===== src/rtl/uart_recv.sv =====
// uart_recv: 8N1 UART receiver with a one-entry valid/ready output buffer.
//
// Ports:
//   clk             system clock, rising edge
//   reset           asynchronous, active-low reset
//   serial_in       asynchronous UART line, idles high
//   data_out[7:0]   received byte (LSB first on the wire)
//   data_out_valid  data_out holds an unconsumed byte
//   data_out_ready  consumer accepts the byte when high together with valid
//   framing_error   one-cycle pulse on a bad stop bit (only when enabled)
//
// Build option: define UART_RECV_FRAME_ERR_EN to check the stop bit; frames
// with a 0 stop bit are then dropped and flagged on framing_error. Without
// it framing_error is tied low and every frame reaching the stop bit is
// delivered.
module uart_recv #(
  parameter int unsigned CLOCK_FREQ = 125_000_000,
  parameter int unsigned BAUD_RATE  = 115_200
) (
  input  logic       clk,
  input  logic       reset,
  input  logic       serial_in,
  output logic [7:0] data_out,
  output logic       data_out_valid,
  input  logic       data_out_ready,
  output logic       framing_error
);

  localparam int unsigned BIT_TIME  = CLOCK_FREQ / BAUD_RATE;
  localparam int unsigned HALF_TIME = BIT_TIME / 2;
  localparam int unsigned CNT_W     = $clog2(BIT_TIME) + 1;

  localparam logic [1:0] IDLE  = 2'd0;
  localparam logic [1:0] START = 2'd1;
  localparam logic [1:0] DATA  = 2'd2;
  localparam logic [1:0] STOP  = 2'd3;

  logic [1:0]       sync_q;
  logic             rx_prev_q;
  logic             rx_c;
  logic [1:0]       state_q;
  logic [1:0]       state_d;
  logic [CNT_W-1:0] cnt_q;
  logic [2:0]       bit_idx_q;
  logic [7:0]       shift_q;
  logic             cnt_clr_c;
  logic             shift_en_c;
  logic             stop_samp_c;
  logic             byte_done_c;

  // Two-flop synchronizer plus one flop of history for falling-edge detect
  always_ff @(posedge clk or negedge reset) begin
    if (!reset) begin
      sync_q    <= 2'b11;
      rx_prev_q <= 1'b1;
    end else begin
      sync_q    <= {sync_q[0], serial_in};
      rx_prev_q <= sync_q[1];
    end
  end

  assign rx_c = sync_q[1];

  // State register
  always_ff @(posedge clk or negedge reset) begin
    if (!reset) state_q <= IDLE;
    else        state_q <= state_d;
  end

  // Next state and per-cycle control strobes
  always_comb begin
    state_d     = state_q;
    cnt_clr_c   = 1'b0;
    shift_en_c  = 1'b0;
    stop_samp_c = 1'b0;
    case (state_q)
      IDLE: begin
        if (rx_prev_q && !rx_c) begin
          state_d   = START;
          cnt_clr_c = 1'b1;
        end
      end
      START: begin
        // Re-check the line mid start bit; a high line means it was a glitch
        if (cnt_q == CNT_W'(HALF_TIME)) begin
          cnt_clr_c = 1'b1;
          state_d   = rx_c ? IDLE : DATA;
        end
      end
      DATA: begin
        if (cnt_q == CNT_W'(BIT_TIME)) begin
          shift_en_c = 1'b1;
          cnt_clr_c  = 1'b1;
          if (bit_idx_q == 3'd7) state_d = STOP;
        end
      end
      STOP: begin
        if (cnt_q == CNT_W'(BIT_TIME)) begin
          stop_samp_c = 1'b1;
          cnt_clr_c   = 1'b1;
          state_d     = IDLE;
        end
      end
      default: state_d = IDLE;
    endcase
  end

  // Bit-timing counter, bit index and LSB-first shift register
  always_ff @(posedge clk or negedge reset) begin
    if (!reset) begin
      cnt_q     <= '0;
      bit_idx_q <= '0;
      shift_q   <= '0;
    end else begin
      if (cnt_clr_c || state_q == IDLE) cnt_q <= '0;
      else                              cnt_q <= cnt_q + CNT_W'(1);

      if (state_q == IDLE)  bit_idx_q <= '0;
      else if (shift_en_c)  bit_idx_q <= bit_idx_q + 3'd1;

      if (shift_en_c) shift_q <= {rx_c, shift_q[7:1]};
    end
  end

`ifdef UART_RECV_FRAME_ERR_EN
  assign byte_done_c = stop_samp_c && rx_c;

  // Pulse lands in the cycle a good byte would have appeared on data_out
  always_ff @(posedge clk or negedge reset) begin
    if (!reset) framing_error <= 1'b0;
    else        framing_error <= stop_samp_c && !rx_c;
  end
`else
  assign byte_done_c   = stop_samp_c;
  assign framing_error = 1'b0;
`endif

  // One-entry output buffer: a new byte loads only if the slot is empty or
  // being drained this cycle; otherwise it is dropped.
  always_ff @(posedge clk or negedge reset) begin
    if (!reset) begin
      data_out       <= 8'h00;
      data_out_valid <= 1'b0;
    end else if (byte_done_c && (!data_out_valid || data_out_ready)) begin
      data_out       <= shift_q;
      data_out_valid <= 1'b1;
    end else if (data_out_ready) begin
      data_out_valid <= 1'b0;
    end
  end

endmodule

===== config.mk =====
export PLATFORM = sky130hd
export DESIGN_NAME = uart_recv
export DESIGN_NICKNAME = d
export VERILOG_FILES = /design/src/rtl/uart_recv.sv
export SDC_FILE = /design/constraint.sdc
export NUM_CORES = 1
export LEC_CHECK = 0
export CAP_MARGIN = 20
export CORE_MARGIN = 1.5
export CORE_UTILIZATION = 45
export CTS_BUF_LIST = sky130_fd_sc_hd__clkbuf_8
export CTS_CLUSTER_SIZE = 12
export DETAILED_ROUTE_END_ITERATION = 7
export HOLD_SLACK_MARGIN = 0.08
export PLACE_DENSITY = 0.71
export SKIP_CTS_REPAIR_TIMING = 1
export SLEW_MARGIN = 40
export SYNTH_ARGS = -nofsm -noshare
export SYNTH_HDL_FRONTEND = slang
export SYNTH_SLANG_ARGS = --single-unit

===== constraint.sdc =====
create_clock -name clk -period 2.4 [get_ports clk]
set_input_delay 0.24 -clock clk [delete_from_list [all_inputs] [get_ports clk]]
set_output_delay 0.24 -clock clk [all_outputs]
set_load 0.05 [all_outputs]

==> results of run 1 <==
power breakdown:
group / switching, mW / total [mW] / internal [mW]
logic: 0.108 / 0.195 / 0.0868
registers: 0.0849 / 0.771 / 0.686
clock network: 0.222 / 0.559 / 0.338
metal layers:
layer,GRT usage,up-vias
met2,0.251,24
li1,-,512
met3,0.0581,6
met5,0,-
met4,0.0679,0
met1,0.194,533
registers in the layout, summed over array words and instances (netlist names), named ones only:
| signal | cells |
|---|---|
| data_out | 8 |
| rx_prev_q | 1 |
| sync_q | 2 |
| data_out_valid | 1 |
| bit_idx_q | 3 |
| state_q | 1 |
| shift_q | 8 |
| cnt_q | 12 |
worst max-delay path, cell delays in order, from the launching register on:
cell and delay (ns):
dfrtp_1 0.41, or4_4 0.57, or3_4 0.39, or3_4 0.43, mux2_4 0.32
worst max-delay path by stage:
stage / depth (start not counted) / slack [ns] / startpoint / to
floorplan: 5 / 0.17 / cnt_q[8] / shift_q[0]
detailed placement: 4 / 0.01 / cnt_q[8] / shift_q[6]
global route: 4 / 0.11 / cnt_q[8] / shift_q[6]
finish: 4 / 0.17 / cnt_q[8] / shift_q[5]
global placement: 4 / 0.04 / cnt_q[8] / shift_q[5]
CTS: 4 / 0.01 / cnt_q[8] / shift_q[6]
final cells by class:
| type | count | area (um^2) | area share |
|---|---|---|---|
| multi-input combinational | 92 | 703 | 0.357 |
| sequential | 37 | 930 | 0.471 |
| inverter | 3 | 11.3 | 0.00571 |
| tap | 46 | 57.6 | 0.0292 |
| clock buffer | 6 | 82.6 | 0.0419 |
| clock inverter | 2 | 37.5 | 0.0190 |
| timing repair buffer | 16 | 150 | 0.0761 |
cell usage in the layout, fill, tap and decap left out, types with 4 or more instances in the layout:
| master | instances |
|---|---|
| buf_4 | 4 |
| nand2_1 | 9 |
| dfrtp_1 | 34 |
| ha_1 | 5 |
| xnor2_1 | 5 |
| xor2_1 | 5 |
| clkdlybuf4s50_1 | 12 |
| mux2_4 | 8 |
| mux2_2 | 8 |
| o21ai_0 | 4 |
| nor2_1 | 17 |
| clkbuf_8 | 6 |
cell families (layout without fill, tap and decap cells):
kind of cell / count (synthesis) / in the layout
and+or+nand+nor: 46 / 46
xor gates and xnor gates: 10 / 10
muxes: 17 / 17
AOI/OAI and AO/OA: 13 / 13
buffers and inverters: 8 / 27
other: 1 / 1
DFF: 37 / 37
adders and majority gates: 5 / 5
stage by stage:
| step | area [um^2] | setup WS, ns | total power, mW | std cells |
|---|---|---|---|---|
| 6_report | 1970 | 0.169 | 1.52 | 202 |
| 5_1_grt | 1970 | 0.114 | 1.62 | 202 |
| 4_1_cts | 1970 | 0.0133 | 1.54 | 202 |
| 3_5_place_dp | 1850 | 0.0147 | 0.980 | 194 |
| 3_3_place_gp | 1850 | 0.0410 | 0.959 | 194 |
| 2_1_floorplan | 1670 | 0.170 | 0.912 | 137 |
==> flow_results.org, run 1 <==
** Outcome
- The run finished with clean final reports.

** Logic synthesis
- Average cell area after synthesis :: 12.2 um^2
- Area contributors post-synth :: dfrtp_1, mux2_4, mux2_2
- Warnings, synthesis :: 0
- Cell type with the highest aggregate area in the netlist :: dfrtp_1
- Of the total synthesized cell area, the portion taken by AND, OR, NAND and NOR gates is 0.143.
- Yosys mapped the design onto 37 distinct sky130hd cell types.
- Complex-gate fraction of the synthesized area :: 0.0508
- dfrtp_1 is the most common cell in the netlist.
- Share of async-settable or async-resettable flops after synthesis :: 1.00
- Of the synthesized area, sequential elements account for 0.555.
- Dominant combinational cell family by area after synthesis :: simple AND/OR/NAND/NOR gates
- Post-synthesis adder-cell area fraction :: 0.0374
- Syn Std Cell Area :: 1670 um^2
- For this run, the leading register cell type out of synthesis is dfrtp_1.
- Post-synth net total :: 146
- Post-synth top area share :: 0.508
- In this run, synthesis inferred 0 flip-flops with an integrated enable.
- Top cells by instance count after synthesis :: dfrtp_1, nor2_1, nand2_1
- Of the total synthesized cell area, the portion taken by XOR and XNOR cells is 0.0523.
- In this run, synthesis produced a sequential element count of 37.
- Multiplexer share of the synthesized area :: 0.132
- Number of instances in the synthesized netlist :: 137

** Floorplanning
- Initial core utilization :: 0.486
- Measured along the y axis, the die boundary spans 64.0 um.
- The floorplan has 21 rows.
- 14 I/O pins were placed.
- In this run the horizontal extent of the chip is 64.0 um.
- DIE AREA :: 4100 um^2
- Area of the placeable core :: 3440 um^2

** Drt
- The first routing iteration left 39 violations.
- The detailed router put a total of 1330 um of wire on met1.
- After detailed routing, the number of remaining DRC violations is 0.
- Total length of routed wires :: 2810 um
- Ratio of routed vias to standard cells :: 5.32
- The routed design uses 119 um of met3 wire.
- The routed layout has 1075 vias.
- The routed design uses 1320 um of met2 wire.
- Number of antenna-violating nets in the routed design :: 0
- Top routing layer in use :: met4
- Dividing the detail-routed wire length by the instance count gives 13.9 um.
- First-pass detailed-route iteration total :: 4

** CTS
- TritonCTS clock tree :: yes
- Bufs on Longest Clock Path :: 2
- The tree built by TritonCTS fans out to 37 sinks.
- Clock-pin slew was measured on the worst setup and hold paths at 0.07 ns.
- TritonCTS created 5 clock buffers.
- The clock reaches the later pin of the worst-skew pair after 0.29 ns.
- CTS placed an instance of clkbuf_8 at the clock tree root.
- Number of H-tree levels :: 2

** Hold path
- In this run the most critical hold path is launched from sync_q[0].
- Along the worst hold path, the cell count comes to 0.
- End of the worst hold path :: sync_q[1]
- Class of the tightest hold or removal check :: flop to flop

** Critical path
- The worst setup path is captured at a flop.
- Data on the critical path arrives at its endpoint at 2.41 ns.
- Setup slack on the worst flop-to-flop path :: 0.17 ns
- The worst setup path is launched from a flop.
- Worst reg2reg startpoint :: cnt_q[8]
- Of all nets on the critical path, the largest fanout is 8.
- Critical path type :: flop to flop
- Required time at the worst-slack endpoint :: 2.58 ns
- Endpoint of the worst register-to-register path :: shift_q[5]
- Number of cells on the worst reg-to-reg path :: 4

** Timing
- Derived from the worst setup path, the maximum achievable clock frequency is 0.448 GHz.
- Final-report setup violation count :: 0
- For the pin with the worst max-slew slack, the measured transition is 0.529 ns.
- The clock arrives with 0.00777 ns of skew.
- Setup repair after global routing missed its margin :: false
- Worst hold slack after final layout :: 0.354 ns
- Final slew viol count :: 0
- Final clock period utilization by the worst path :: 0.929
- Setup TNS :: 0 ns
- The number of endpoints with negative hold slack in the final report was 0.
- Min Tclk post-route :: 2.23 ns
- Measured against its own limit, the worst slew margin works out to 0.644.

** Layout
- Once layout is complete, the utilization of the core stands at 0.573.
- Filler instances :: 293
- Signed area change from the synthesized netlist to the final layout :: 17.8%
- The net count of the finished layout is 164.
- The repair_antennas step left the layout with diodes totalling 0.
- Fraction of final layout cells sized beyond drive strength 1 :: 0.224

** Pwr
- Leakage :: 0.908 nW
- Worst vdd ir :: 603 uV
- Power Dens Cells :: 773 nW/um^2

** GRT
- Total global routing track utilization :: 0.158
- Global-route wire length before repair :: 4850 um
- Antenna violations before repair :: 0
- The number of global-route vias before repair came to 1108.
- After global routing the overflow that remains totals 0.
- Largest net degree at the start of global routing :: 38

** Placement
- Placed wire-length estimate after detailed placement :: 1930 um
- Number of port buffers :: 12
- Routability congestion estimate from global placement :: 0.775

** Run
- Max-cap violations in this run came to 0.
(Power assumes the default switching activity.)
==> run 2, diff against run 1 <==
Settings changed: TNS_END_PERCENT set to 50.
==> results of run 2 <==
No change in the layout: final DEF, timing and power equal those of run 1.
==> run 3, diff against run 2 <==
Settings changed: CTS_CLUSTER_SIZE 12 to 14, SKIP_LAST_GASP set to 1.
==> results of run 3 <==
No change in the layout: final DEF, timing and power equal those of run 1.
